--- config.mk ---
export PLATFORM = sky130hd
export DESIGN_NAME = change_dispenser_flat
export DESIGN_NICKNAME = d
export VERILOG_FILES = /design/src/rtl/change_dispenser_pkg.sv /design/src/rtl/change_dispenser_if.sv /design/src/rtl/change_dispenser_coin_select.sv /design/src/rtl/change_dispenser.sv /design/src/flat_wrapper.sv
export SDC_FILE = /design/constraint.sdc
export NUM_CORES = 1
export LEC_CHECK = 0
export CAP_MARGIN = 0
export CORE_MARGIN = 4
export CORE_UTILIZATION = 44
export DETAILED_ROUTE_END_ITERATION = 8
export PLACE_DENSITY = 0.75
export RECOVER_POWER = 100
export SYNTH_ARGS = -nofsm -noshare
export SYNTH_HDL_FRONTEND = slang
export SYNTH_SLANG_ARGS = --single-unit
--- constraint.sdc ---
create_clock -name clk -period 2 [get_ports clk]
set_input_delay 0.2 -clock clk [delete_from_list [all_inputs] [get_ports clk]]
set_output_delay 0.2 -clock clk [all_outputs]
set_load 0.005 [all_outputs]
--- src/rtl/change_dispenser_pkg.sv ---
// Shared definitions for the change dispenser: FSM state encoding,
// coin select codes and the matching denomination values.
package change_dispenser_pkg;

  localparam int AMOUNT_W = 5;

  typedef enum logic [1:0] {
    ST_IDLE  = 2'd0,
    ST_ISSUE = 2'd1,
    ST_DONE  = 2'd2,
    ST_FAULT = 2'd3
  } state_t;

  localparam logic [1:0] COIN_1  = 2'b00;
  localparam logic [1:0] COIN_2  = 2'b01;
  localparam logic [1:0] COIN_5  = 2'b10;
  localparam logic [1:0] COIN_10 = 2'b11;

  localparam logic [AMOUNT_W-1:0] VAL_1  = 5'd1;
  localparam logic [AMOUNT_W-1:0] VAL_2  = 5'd2;
  localparam logic [AMOUNT_W-1:0] VAL_5  = 5'd5;
  localparam logic [AMOUNT_W-1:0] VAL_10 = 5'd10;

endpackage

--- src/rtl/change_dispenser_if.sv ---
// Control and coin-handshake bundle of the change dispenser.
//   master : upstream stage + coin mechanism (drives start/amount/ack/clear)
//   slave  : change_dispenser (drives coin request and status)
interface change_dispenser_if;
  import change_dispenser_pkg::*;

  logic                start;
  logic [AMOUNT_W-1:0] change_amount;
  logic                coin_ack;
  logic                fault_clear;
  logic                coin_valid;
  logic [1:0]          coin_sel;
  logic                busy;
  logic                done;
  logic                fault;
  logic [AMOUNT_W-1:0] remaining;
  logic [2:0]          coins_paid;

  modport master (
    output start, change_amount, coin_ack, fault_clear,
    input  coin_valid, coin_sel, busy, done, fault, remaining, coins_paid
  );

  modport slave (
    input  start, change_amount, coin_ack, fault_clear,
    output coin_valid, coin_sel, busy, done, fault, remaining, coins_paid
  );
endinterface

--- src/rtl/change_dispenser_coin_select.sv ---
// Greedy coin choice: largest denomination not exceeding the amount owed.
//   remaining  in  amount still owed
//   coin_sel   out select code of the chosen coin
//   coin_value out NIS value of the chosen coin (never exceeds remaining
//                  when remaining != 0)
module change_dispenser_coin_select
  import change_dispenser_pkg::*;
(
  input  logic [AMOUNT_W-1:0] remaining,
  output logic [1:0]          coin_sel,
  output logic [AMOUNT_W-1:0] coin_value
);

  always_comb begin
    coin_sel   = COIN_1;
    coin_value = VAL_1;
    if (remaining >= VAL_10) begin
      coin_sel   = COIN_10;
      coin_value = VAL_10;
    end else if (remaining >= VAL_5) begin
      coin_sel   = COIN_5;
      coin_value = VAL_5;
    end else if (remaining >= VAL_2) begin
      coin_sel   = COIN_2;
      coin_value = VAL_2;
    end
  end

endmodule

--- src/rtl/change_dispenser.sv ---
// Change dispenser: pays an amount out as coins, one per coin_ack, with a
// watchdog that parks in FAULT if the mechanism stops acknowledging.
//   clk, rst_n : system clock, asynchronous active-low reset
//   bus        : change_dispenser_if.slave (start/amount in, coin handshake,
//                busy/done/fault status, remaining and coins_paid)
//
// state    | meaning
// ---------+--------------------------------------------------------------
// ST_IDLE  | waiting for start; remaining reads 0
// ST_ISSUE | presenting coin_sel, waiting for coin_ack, watchdog running
// ST_DONE  | one-cycle done pulse, then back to IDLE
// ST_FAULT | watchdog expired; unpaid amount held until fault_clear
module change_dispenser
  import change_dispenser_pkg::*;
#(
  parameter int TIMEOUT_CYCLES = 15,
  parameter int TMR_W          = 4
) (
  input logic            clk,
  input logic            rst_n,
  change_dispenser_if.slave bus
);

  localparam logic [TMR_W-1:0] TMR_LAST = TMR_W'(TIMEOUT_CYCLES - 1);

  state_t              state_q, state_d;
  logic [AMOUNT_W-1:0] remaining_q;
  logic [2:0]          coins_paid_q;
  logic [TMR_W-1:0]    timer_q;
  logic [1:0]          sel;
  logic [AMOUNT_W-1:0] coin_value;

  // Selection runs off the registered amount so coin_sel is stable until ack.
  change_dispenser_coin_select u_coin_select (
    .remaining  (remaining_q),
    .coin_sel   (sel),
    .coin_value (coin_value)
  );

  always_ff @(posedge clk or negedge rst_n) begin
    if (!rst_n) state_q <= ST_IDLE;
    else        state_q <= state_d;
  end

  always_comb begin
    state_d = state_q;
    case (state_q)
      ST_IDLE: begin
        if (bus.start)
          state_d = (bus.change_amount == '0) ? ST_DONE : ST_ISSUE;
      end
      ST_ISSUE: begin
        if (bus.coin_ack) begin
          if (remaining_q == coin_value) state_d = ST_DONE;
        end else if (timer_q == TMR_LAST) begin
          state_d = ST_FAULT;
        end
      end
      ST_DONE:  state_d = ST_IDLE;
      ST_FAULT: begin
        if (bus.fault_clear) state_d = ST_IDLE;
      end
      default:  state_d = ST_IDLE;
    endcase
  end

  always_ff @(posedge clk or negedge rst_n) begin
    if (!rst_n) begin
      remaining_q  <= '0;
      coins_paid_q <= '0;
      timer_q      <= '0;
    end else begin
      case (state_q)
        ST_IDLE: begin
          if (bus.start) begin
            remaining_q  <= bus.change_amount;
            coins_paid_q <= '0;
            timer_q      <= '0;
          end
        end
        ST_ISSUE: begin
          if (bus.coin_ack) begin
            remaining_q  <= remaining_q - coin_value;
            coins_paid_q <= coins_paid_q + 3'd1;
            timer_q      <= '0;
          end else begin
            timer_q <= timer_q + 1'b1;
          end
        end
        ST_FAULT: begin
          // coins_paid stays visible after clear; only the debt is dropped.
          if (bus.fault_clear) remaining_q <= '0;
        end
        default: ;
      endcase
    end
  end

  assign bus.coin_valid = (state_q == ST_ISSUE);
  assign bus.coin_sel   = (state_q == ST_ISSUE) ? sel : COIN_1;
  assign bus.busy       = (state_q != ST_IDLE);
  assign bus.done       = (state_q == ST_DONE);
  assign bus.fault      = (state_q == ST_FAULT);
  assign bus.remaining  = remaining_q;
  assign bus.coins_paid = coins_paid_q;

endmodule
--- src/flat_wrapper.sv ---
// flat-port wrapper written by rule: the top's interface ports become plain ports
module change_dispenser_flat import change_dispenser_pkg::*;
#(
  parameter int TIMEOUT_CYCLES = 15,
  parameter int TMR_W          = 4
)
  (clk, rst_n, bus_start, bus_change_amount, bus_coin_ack, bus_fault_clear, bus_coin_valid, bus_coin_sel, bus_busy, bus_done, bus_fault, bus_remaining, bus_coins_paid);
  change_dispenser_if bus_i ();
  input logic clk;
  input logic rst_n;
  input wire logic [$bits(bus_i.start)-1:0] bus_start;
  input wire logic [$bits(bus_i.change_amount)-1:0] bus_change_amount;
  input wire logic [$bits(bus_i.coin_ack)-1:0] bus_coin_ack;
  input wire logic [$bits(bus_i.fault_clear)-1:0] bus_fault_clear;
  output wire logic [$bits(bus_i.coin_valid)-1:0] bus_coin_valid;
  output wire logic [$bits(bus_i.coin_sel)-1:0] bus_coin_sel;
  output wire logic [$bits(bus_i.busy)-1:0] bus_busy;
  output wire logic [$bits(bus_i.done)-1:0] bus_done;
  output wire logic [$bits(bus_i.fault)-1:0] bus_fault;
  output wire logic [$bits(bus_i.remaining)-1:0] bus_remaining;
  output wire logic [$bits(bus_i.coins_paid)-1:0] bus_coins_paid;
  assign bus_i.start = bus_start;
  assign bus_i.change_amount = bus_change_amount;
  assign bus_i.coin_ack = bus_coin_ack;
  assign bus_i.fault_clear = bus_fault_clear;
  assign bus_coin_valid = bus_i.coin_valid;
  assign bus_coin_sel = bus_i.coin_sel;
  assign bus_busy = bus_i.busy;
  assign bus_done = bus_i.done;
  assign bus_fault = bus_i.fault;
  assign bus_remaining = bus_i.remaining;
  assign bus_coins_paid = bus_i.coins_paid;
  change_dispenser #(.TIMEOUT_CYCLES(TIMEOUT_CYCLES), .TMR_W(TMR_W)) u_core (.clk(clk), .rst_n(rst_n), .bus(bus_i));
endmodule
==> results.yml, run 1 <==
outcome:
  status: "complete, but fails checks"
  violations: "negative setup slack"
logic_synthesis:
  synth_ff_type: "dfrtp_1"
  yosysWarnings: 0
  syn_nets: 138
  synth_top_cells_by_area: "dfrtp_1 (34%), ha_1 (8.6%), nand2b_1 (4.9%)"
  synth.ff_latch_count: 14
  syn_inst: 120
  yosysTopAreaCellShare: 0.3436
  synth_top_area_cell: "dfrtp_1"
  netlist_area_um2: 1020
  synth-edff-count: 0
  yosysUniqueCellTypes: 35
  synth.avg_cell_area_um2: 8.498
  synthArstFlopShare: 1.000
  synth-seq-area-share: 0.3436
layout:
  syn_to_final_growth_pct: 43.93
  insertedDiodeCount: 0
  design_area_um2: 1468
  fin_util: 0.6635
  drive_above_1_share: 0.2089
  nFillCells: 197
  nets: 177
  layout_common_cells: "clkdlybuf4s50_1 (15), nand2_1 (13), dfrtp_1 (13)"
  layout_commonest_cell: "clkdlybuf4s50_1"
clocking:
  cts-htree-levels: 1
  clkTransAtPathRegs_ns: 0.09
  clock_latency_ns: 0.28
  clockBufferDepth: 2
  cts_tree: "yes"
  clock-root-buffer: "clkbuf_4"
  numCtsBuffers: 3
  cts.sinks: 14
hold_path:
  min_path_type: "in2async"
setup_path:
  arrival_ns: 2.29
  crit_required_ns: 2.18
  crit_type: "reg2reg"
  cp-start-kind: "flop"
  path_max_fanout: 5
  end_kind: "flop"
die:
  ios: 24
  start_util: 0.4610
  die_y_um: 56.14
  rows: 17
  dieArea_um2: 3152
  core-area_um2: 2212
  fp.dieW_um: 56.14
grt:
  grtUsageTotal: 0.1909
  gr-usage-met2: 0.3105
  grt_busiest_layer: "met2"
  grt_pass1_vias: 1041
  use_met3: 0.04640
  grt_first_pass_wirelength_mm: 4.823
  grt_start_max_net_pins: 15
  grt_overflow_total: 0
  gr-usage-met1: 0.2443
  antenna_found_initial: 0
sta:
  max_slew_margin: 0.5391
  rsz0062_at_grt: "true"
  setup_violations: 4
  setup_tns_ns: -0.3618
  period_share: 1.059
  period_needed_ns: 2.118
  worst_slack_ns: -0.1177
  finClkSkew_ns: 0.0004470
  hold_violations: 0
  fmax_ghz: 0.4722
  slew_violations: 0
  worst_slew_pin_slew_ns: 0.6891
drt:
  final_antenna_net_count: 0
  vias_per_cell: 5.548
  avgRoutedWirePerCell_um: 15.13
  finalWirelength_mm: 2.815
  route.detailed.drc: 0
  drt-initial-drc-count: 28
  first_pass_iters: 4
  num_vias: 1032
pwr:
  powerDensity_nw_per_um2: 1821
  pwr-share-seq: 0.207
  p_sw_frac: 0.4281
  comb_power_share: 0.715
  p_int_uw: 1529
  power.leakage_uw: 0.0006565
  clock_power_share: 0.079
  p_switching_uw: 1144
  vdd_drop_max_uv: 1385
placement:
  dp_hpwl_mm: 2.114
  dpl_cell_area_um2: 1385
  gp_congestion: 0.8268
  portBuffers: 23
run:
  cap_violations: 0
## cell usage after synthesis, types with 2 or more instances
cell type / instances
o21ai_0: 9
nand2_1: 13
o22ai_1: 3
nor3_1: 3
nand3_1: 2
mux2i_1: 3
o31ai_1: 2
or2_2: 2
o21ai_1: 3
inv_1: 12
a22o_1: 3
nor2b_1: 4
dfrtp_1: 14
buf_2: 2
a21oi_1: 7
ha_1: 7
nand2b_1: 8
nor2_1: 6
## metal layers
layer,up-vias,part of all wire
met4,0,0.018
met5,-,0
met2,42,0.48
met1,486,0.45
li1,500,-
met3,4,0.058
## stage by stage
stage / hold WS, ns / power [uW] / instances / worst slack [ns]
after floorplan: -0.09559 / 1616 / 120 / -0.05930
after CTS: 0.3367 / 2572 / 185 / -0.09903
after global placement: 0.5126 / 2267 / 179 / -0.06459
after detailed placement: 0.5525 / 2312 / 179 / -0.1007
final: 0.3936 / 2673 / 186 / -0.1177
after global routing: 0.4392 / 2913 / 186 / -0.2035
## registers in the layout (all words and copies together) (netlist names)
| signal | flops |
|---|---|
| u_core.bus.coins_paid | 3 |
| u_core.bus.remaining | 5 |
| u_core.timer_q | 4 |
| u_core.state_q | 2 |
## worst paths after layout
| check | slack [ns] | depth (start not counted) | startpoint | to |
|---|---|---|---|---|
| max | -0.12 | 8 | u_core.bus.remaining[2] | u_core.bus.remaining[4] |
| min | 0.39 | 1 | rst_n | u_core.bus.coins_paid[1] |
| max reg2reg | -0.12 | 8 | u_core.bus.remaining[2] | u_core.bus.remaining[4] |
| min reg2reg | 0.56 | 2 | u_core.bus.coins_paid[2] | u_core.bus.coins_paid[2] |
| max in group asynchronous | 1.13 | 1 | rst_n | u_core.state_q[0] |
| min in group clk | 0.56 | 2 | u_core.bus.coins_paid[2] | u_core.bus.coins_paid[2] |
## layout make-up
cell class / instances / area [um^2] / share of cell area
clock buffer: 4 / 36.28 / 0.02472
inverter: 12 / 45.04 / 0.03069
multi-input combinational: 91 / 673.1 / 0.4587
sequential: 14 / 351.6 / 0.2396
tap: 28 / 35.03 / 0.02387
timing repair buffer: 37 / 326.6 / 0.2225
## worst max-delay path, cell delays in order (launching register included)
cell	delay (ns)
dfrtp_1	0.42
or2_4	0.28
mux2_4	0.26
or2_4	0.24
ha_4	0.30
nand2b_4	0.06
a21oi_2	0.15
o32ai_1	0.10
a22o_1	0.22
## power by group through the flow
stage               clock (uW)  sequential [uW]  combinational [uW]
global route               234              574                2110
global placement             0              538                1730
CTS                        214              547                1810
detailed placement           0              549                1760
finish                     210              553                1910
floorplan                    0              548                1070
## cell families after synthesis
group / after synthesis / share of synthesized area
and+or+nand+nor: 44 / 0.2221
adders and majority gates: 8 / 0.1055
AOI/OAI and AO/OA: 33 / 0.2000
muxes: 5 / 0.06258
DFF: 14 / 0.3436
xor gates and xnor gates: 1 / 0.008591
buffers and inverters: 15 / 0.05766
## what timing repair did
action	in CTS	in global routing
pin swaps	5	6
endpoints found under the setup margin	7	8
buffers inserted	2	1
hold buffers	0	0
gates resized for setup	3	11
hold endpoints to repair	0	0
Note: power is estimated with default switching activity, not from simulation.
==> run 2, diff against run 1 <==
CORE_UTILIZATION = 45   (was 44)
SYNTH_HIERARCHICAL = 1   (was not set)
==> run 2 against run 1 <==
Net effect: the flow still finishes with violations (negative setup slack); sequential power shrank 3%; register-to-register slack better by 0.11 ns; fmax increased by 5.4%; design area increased by 1.6%; worst setup slack improved by 0.11 ns; clock skew increased by 0.00075 ns; clock-buffer cell count unchanged; total power down 5.5%; critical path type unchanged; largest cell class unchanged.
==> results.yml, run 2 <==
outcome:
  status: "complete, but fails checks"
  violations: "negative setup slack"
drt:
  finalWirelength_mm: 2.725
  top_layer: "met4"
  vias_per_cell: 5.490
  route.detailed.drc: 0
  drt-met1-wl_mm: 1.170
  first_pass_iters: 4
  num_vias: 1054
  final_antenna_net_count: 0
  wl_met2_mm: 1.354
  drt-initial-drc-count: 40
  wl_met3_um: 173
  avgRoutedWirePerCell_um: 14.19
grt:
  grt_start_max_net_pins: 15
  grt_first_pass_wirelength_mm: 4.754
  grtUsageTotal: 0.1772
  antenna_found_initial: 0
  grt_overflow_total: 0
  grt_pass1_vias: 1022
pwr:
  powerDensity_nw_per_um2: 1694
  finalPower_uw: 2527
  p_int_uw: 1452
  clock_power_share: 0.083
  power.leakage_uw: 0.0006642
  p_sw_frac: 0.4253
  comb_power_share: 0.705
  pwr-share-seq: 0.212
  p_switching_uw: 1075
  vdd_drop_max_uv: 840.9
logic_synthesis:
  synth_top_cells_by_area: "dfrtp_1 (31%), ha_1 (7.8%), a21oi_1 (4.5%)"
  synth_top_area_cell: "dfrtp_1"
  synth-edff-count: 0
  yosysMostFrequentCell: "dfrtp_1"
  synth_ff_type: "dfrtp_1"
  netlist_area_um2: 1120
  synth.avg_cell_area_um2: 8.484
  yosysUniqueCellTypes: 45
  syn_inst: 132
  yosysWarnings: 6
  synth_common_cells: "dfrtp_1 (14), nand2_1 (13), inv_1 (11)"
  synth.ff_latch_count: 14
  synth-seq-area-share: 0.3128
  synthArstFlopShare: 1.000
  yosysTopAreaCellShare: 0.3128
  syn_nets: 150
die:
  fp.dieW_um: 57.89
  start_util: 0.4875
  core-area_um2: 2297
  dieArea_um2: 3351
  rows: 17
  die_y_um: 57.89
  ios: 24
clocking:
  clock_latency_ns: 0.28
  cts_hold_buf: 0
  numCtsBuffers: 3
  cts-htree-levels: 1
  clkTransAtPathRegs_ns: 0.09
  clockBufferDepth: 2
  cts_tree: "yes"
  cts.sinks: 14
  clock-root-buffer: "clkbuf_4"
setup_path:
  crit_required_ns: 2.22
  crit_type: "reg2reg"
  end_kind: "flop"
  r2r_slack_ns: -0.009
  path_max_fanout: 4
  arrival_ns: 2.23
  cp-start-kind: "flop"
layout:
  syn_to_final_growth_pct: 33.18
  layout_common_cells: "clkdlybuf4s50_1 (16), nand2_1 (13), dfrtp_1 (13)"
  nets: 183
  layout_commonest_cell: "clkdlybuf4s50_1"
  largest_reg_flops: 5
  drive_above_1_share: 0.1890
  fin_util: 0.6492
  insertedDiodeCount: 0
  design_area_um2: 1491
sta:
  setup_violations: 1
  worst_slack_ns: -0.009036
  worst_slew_pin_slew_ns: 0.6606
  rsz0062_at_grt: "true"
  slew_violations: 0
  max_slew_margin: 0.5582
  period_share: 1.005
  hold_violations: 0
  fmax_ghz: 0.4978
  setup_tns_ns: -0.009036
  finClkSkew_ns: 0.001199
  period_needed_ns: 2.009
hold_path:
  min_path_type: "in2async"
run:
  cap_violations: 0
placement:
  dpl_cell_area_um2: 1416
  portBuffers: 23
  gp_congestion: 0.8507
  dp_hpwl_mm: 2.102
==> run 2: path summary, 6_finish.rpt <==
| kind | end | from | cells after the start |
|---|---|---|---|
| worst max-delay path | u_core/bus.remaining[4] | u_core/bus.remaining[2] | 11 |
| worst min-delay path | u_core/state_q[0] | rst_n | 1 |
| worst min register to register | u_core/bus.coins_paid[2] | u_core/bus.coins_paid[2] | 2 |
| worst max register to register | u_core/bus.remaining[4] | u_core/bus.remaining[2] | 11 |
| max in group asynchronous | u_core/bus.remaining[1] | rst_n | 1 |
| min in group clk | u_core/bus.coins_paid[2] | u_core/bus.coins_paid[2] | 2 |
==> run 2: worst max-delay path, stage by stage, from the launching register on <==
cell and delay, ns:
dfrtp_1 0.41, o21ai_2 0.09, or2_4 0.25, a21oi_2 0.14, ha_2 0.20, inv_2 0.04, fa_2 0.35, nand3_2 0.09
buf_6 0.10, and4_1 0.17, o21ai_1 0.06, nand2_1 0.07
==> run 2: layout make-up <==
| cell class | count | area, um^2 |
|---|---|---|
| Clock buffer | 4 | 36.28 |
| Tap cell | 28 | 35.03 |
| Sequential cell | 14 | 351.6 |
| Timing Repair Buffer | 34 | 319.1 |
| Multi-Input combinational cell | 100 | 704.4 |
| Fill cell | 214 | 805.8 |
| Inverter | 12 | 45.04 |
==> run 2: routing by layer <==
layer / GRT usage / vias up
li1: - / 528
met1: 0.2308 / 490
met2: 0.2968 / 34
met3: 0.03341 / 2
met4: 0.05298 / 0
met5: 0 / -
==> run 2: what timing repair did <==
action / in CTS / in global routing
buffers inserted: 0 / 1
gates resized for setup: 6 / 4
pin swaps: 1 / 5
endpoints found under the setup margin: 3 / 6
==> run 2: logic make-up after synthesis <==
| group | count (synthesis) | synth area share |
|---|---|---|
| buf+inv | 18 | 0.08715 |
| simple gates | 47 | 0.2369 |
| mux | 4 | 0.03687 |
| flops | 14 | 0.3129 |
| compound gates | 37 | 0.2034 |
| other cells | 1 | 0.003349 |
| xor+xnor | 3 | 0.02347 |
| fa+ha+maj | 8 | 0.09609 |
==> run 2: power groups by stage <==
| stage | clock, uW | sequential [uW] | combinational [uW] |
|---|---|---|---|
| finish | 210 | 537 | 1780 |
| global route | 232 | 567 | 1960 |
| CTS | 213 | 533 | 1760 |
| detailed placement | 0 | 531 | 1690 |
| global placement | 0 | 526 | 1650 |
| floorplan | 0 | 552 | 1020 |
==> run 2: metrics by stage <==
| stage | hold slack, ns | setup WS (ns) | cells |
|---|---|---|---|
| global placement | 0.5198 | 0.03426 | 187 |
| global route | 0.4357 | -0.1079 | 192 |
| CTS | 0.3456 | 0.004768 | 191 |
| detailed placement | 0.5287 | -0.04712 | 187 |
| finish | 0.3864 | -0.009036 | 192 |
| floorplan | -0.09559 | 0.01334 | 132 |
==> run 3, diff against run 2 <==
CORE_MARGIN = 3   (was 4)
CORE_UTILIZATION = 55   (was 45)
DONT_BUFFER_PORTS = 1   (was not set)
PLACE_DENSITY = 0.73   (was 0.75)
SYNTH_HIERARCHICAL = not set   (was 1)
==> run 3 against run 2 <==
Net effect: the run still ends with negative setup slack left; register-to-register slack lost 0.13 ns; total power is 5.0% lower; sequential power rose by 7.8%; combinational power down 9.6%; via count fell by 11%; sequential cell count stayed put; worst hold slack worse by 0.33 ns; wire length shrank 5.6%; global-route usage grew 7.0 points; sequential share of layout area rose by 4.3 points; clock power grew 2%.
==> results.yml, run 3 (same netlist as run 1, synthesis figures left out) <==
outcome:
  violations: "negative setup slack"
  status: "complete, but fails checks"
setup_path:
  critPathSlowestCell: "dfrtp_1"
  cp-start-kind: "flop"
  cp_num_cells: 9
  crit_type: "reg2reg"
  crit_required_ns: 2.19
  r2r_cells: 9
  critical_path.max_stage_delay_ns: 0.42
  arrival_ns: 2.33
  path_buf_inv: 1
  crit_family: "simple AND/OR/NAND/NOR gates"
  end_kind: "flop"
  path_max_fanout: 3
  crit_path_cell_trace: "or2_4, o21ai_0, nor2b_2, inv_1, fa_2, nand2b_4, a21oi_2, o32ai_1, a22o_1"
hold_path:
  min_path_type: "in2reg"
  hold_depth: 2
grt:
  grt_start_max_net_pins: 15
  antenna_found_initial: 0
  grt_first_pass_wirelength_mm: 4.692
  grt_overflow_total: 0
  grt_pass1_vias: 988
  grtUsageTotal: 0.2476
layout:
  drive_above_1_share: 0.2214
  syn_to_final_growth_pct: 23.19
  fin_util: 0.7711
  layout_common_cells: "buf_4 (14), dfrtp_1 (14), nand2_1 (13)"
  insertedDiodeCount: 0
  largest_reg_flops: 5
  multi_input_area_um2: 654.4
  nets: 159
  nFillCells: 126
  design_area_um2: 1256
  regArea_um2: 350.3
  final-instance-count-excl-fill: 164
clocking:
  cts_tree: "yes"
  clockBufferDepth: 2
  cts-htree-levels: 1
  cts.sinks: 14
  clock_latency_ns: 0.29
  clock-root-buffer: "clkbuf_4"
  clkTransAtPathRegs_ns: 0.09
  numCtsBuffers: 3
drt:
  drt-met1-wl_mm: 1.190
  finalWirelength_mm: 2.573
  vias_per_cell: 5.750
  drt-initial-drc-count: 20
  first_pass_iters: 4
  top_layer: "met4"
  final_antenna_net_count: 0
  num_vias: 943
  avgRoutedWirePerCell_um: 15.69
  wl_met3_um: 222
  route.detailed.drc: 0
  wl_met2_mm: 1.113
sta:
  slew_violations: 0
  worst_slew_pin_slew_ns: 0.6417
  worst_slack_ns: -0.1402
  hold_violations: 0
  hold_ws_ns: 0.05159
  rsz0062_at_grt: "true"
  setup_violations: 4
  period_needed_ns: 2.140
  period_share: 1.070
  max_slew_margin: 0.5708
  finClkSkew_ns: 0.002211
  fmax_ghz: 0.4672
pwr:
  powerDensity_nw_per_um2: 1912
  p_switching_uw: 1068
  p_sw_frac: 0.4446
  power.leakage_uw: 0.0005751
  clock_power_share: 0.089
  pwr-share-seq: 0.241
  comb_power_share: 0.669
  vdd_drop_max_uv: 1110
  p_int_uw: 1334
  finalPower_uw: 2402
placement:
  placed_cells: 154
  dp_hpwl_mm: 1.924
  gp_congestion: 0.8823
  dpl_cell_area_um2: 1165
  portBuffers: 0
die:
  start_util: 0.6260
  dieArea_um2: 2407
  die_y_um: 49.06
  fp.dieW_um: 49.06
  core-area_um2: 1629
  ios: 24
  rows: 14
run:
  cap_violations: 0
## run 3: routing by layer
metal | vias to the layer above | GRT usage
met5 | - | 0
met4 | 0 | 0.06635
met3 | 9 | 0.07645
met2 | 40 | 0.3795
met1 | 435 | 0.3346
li1 | 459 | -
## run 3: path summary, 6_finish.rpt
path	to	slack (ns)	from
max	u_core.bus.remaining[4]	-0.14	u_core.bus.remaining[2]
min	u_core.bus.remaining[2]	0.05	bus_change_amount[2]
max reg2reg	u_core.bus.remaining[4]	-0.14	u_core.bus.remaining[2]
min reg2reg	u_core.timer_q[3]	0.56	u_core.timer_q[3]
max in group asynchronous	u_core.state_q[1]	1.22	rst_n
min in group asynchronous	u_core.bus.remaining[0]	0.37	rst_n
## run 3: power groups by stage
| stage | Sequential, uW | Combinational [uW] | Clock, uW |
|---|---|---|---|
| after global placement | 571 | 1450 | 0 |
| after global routing | 604 | 1810 | 229 |
| after detailed placement | 576 | 1490 | 0 |
| after floorplan | 548 | 1070 | 0 |
| final | 579 | 1610 | 215 |
| after CTS | 573 | 1580 | 215 |
## run 3: cell type report
type                       instances  area share
timing repair buffer              19      0.1116
clock buffer                       4     0.02888
inverter                          12     0.03586
sequential                        14      0.2789
multi-input combinational         91      0.5209
tap                               24     0.02390
## run 3: through the flow
| step | setup TNS, ns | setup WS, ns |
|---|---|---|
| after global placement | -0.1669 | -0.1209 |
| after floorplan | -0.05930 | -0.05930 |
| final | -0.3617 | -0.1402 |
| after CTS | -0.2258 | -0.09407 |
| after global routing | -0.9903 | -0.2452 |
| after detailed placement | -0.2176 | -0.1254 |
## run 3: what timing repair did
| item | in CTS | in global routing |
|---|---|---|
| hold endpoints to repair | 14 | 1 |
| endpoints found under the setup margin | 4 | 6 |
| gates resized for setup | 3 | 1 |
| pin swaps | 3 | 1 |
| buffers inserted | 3 | 1 |
| hold buffers | 1 | 1 |
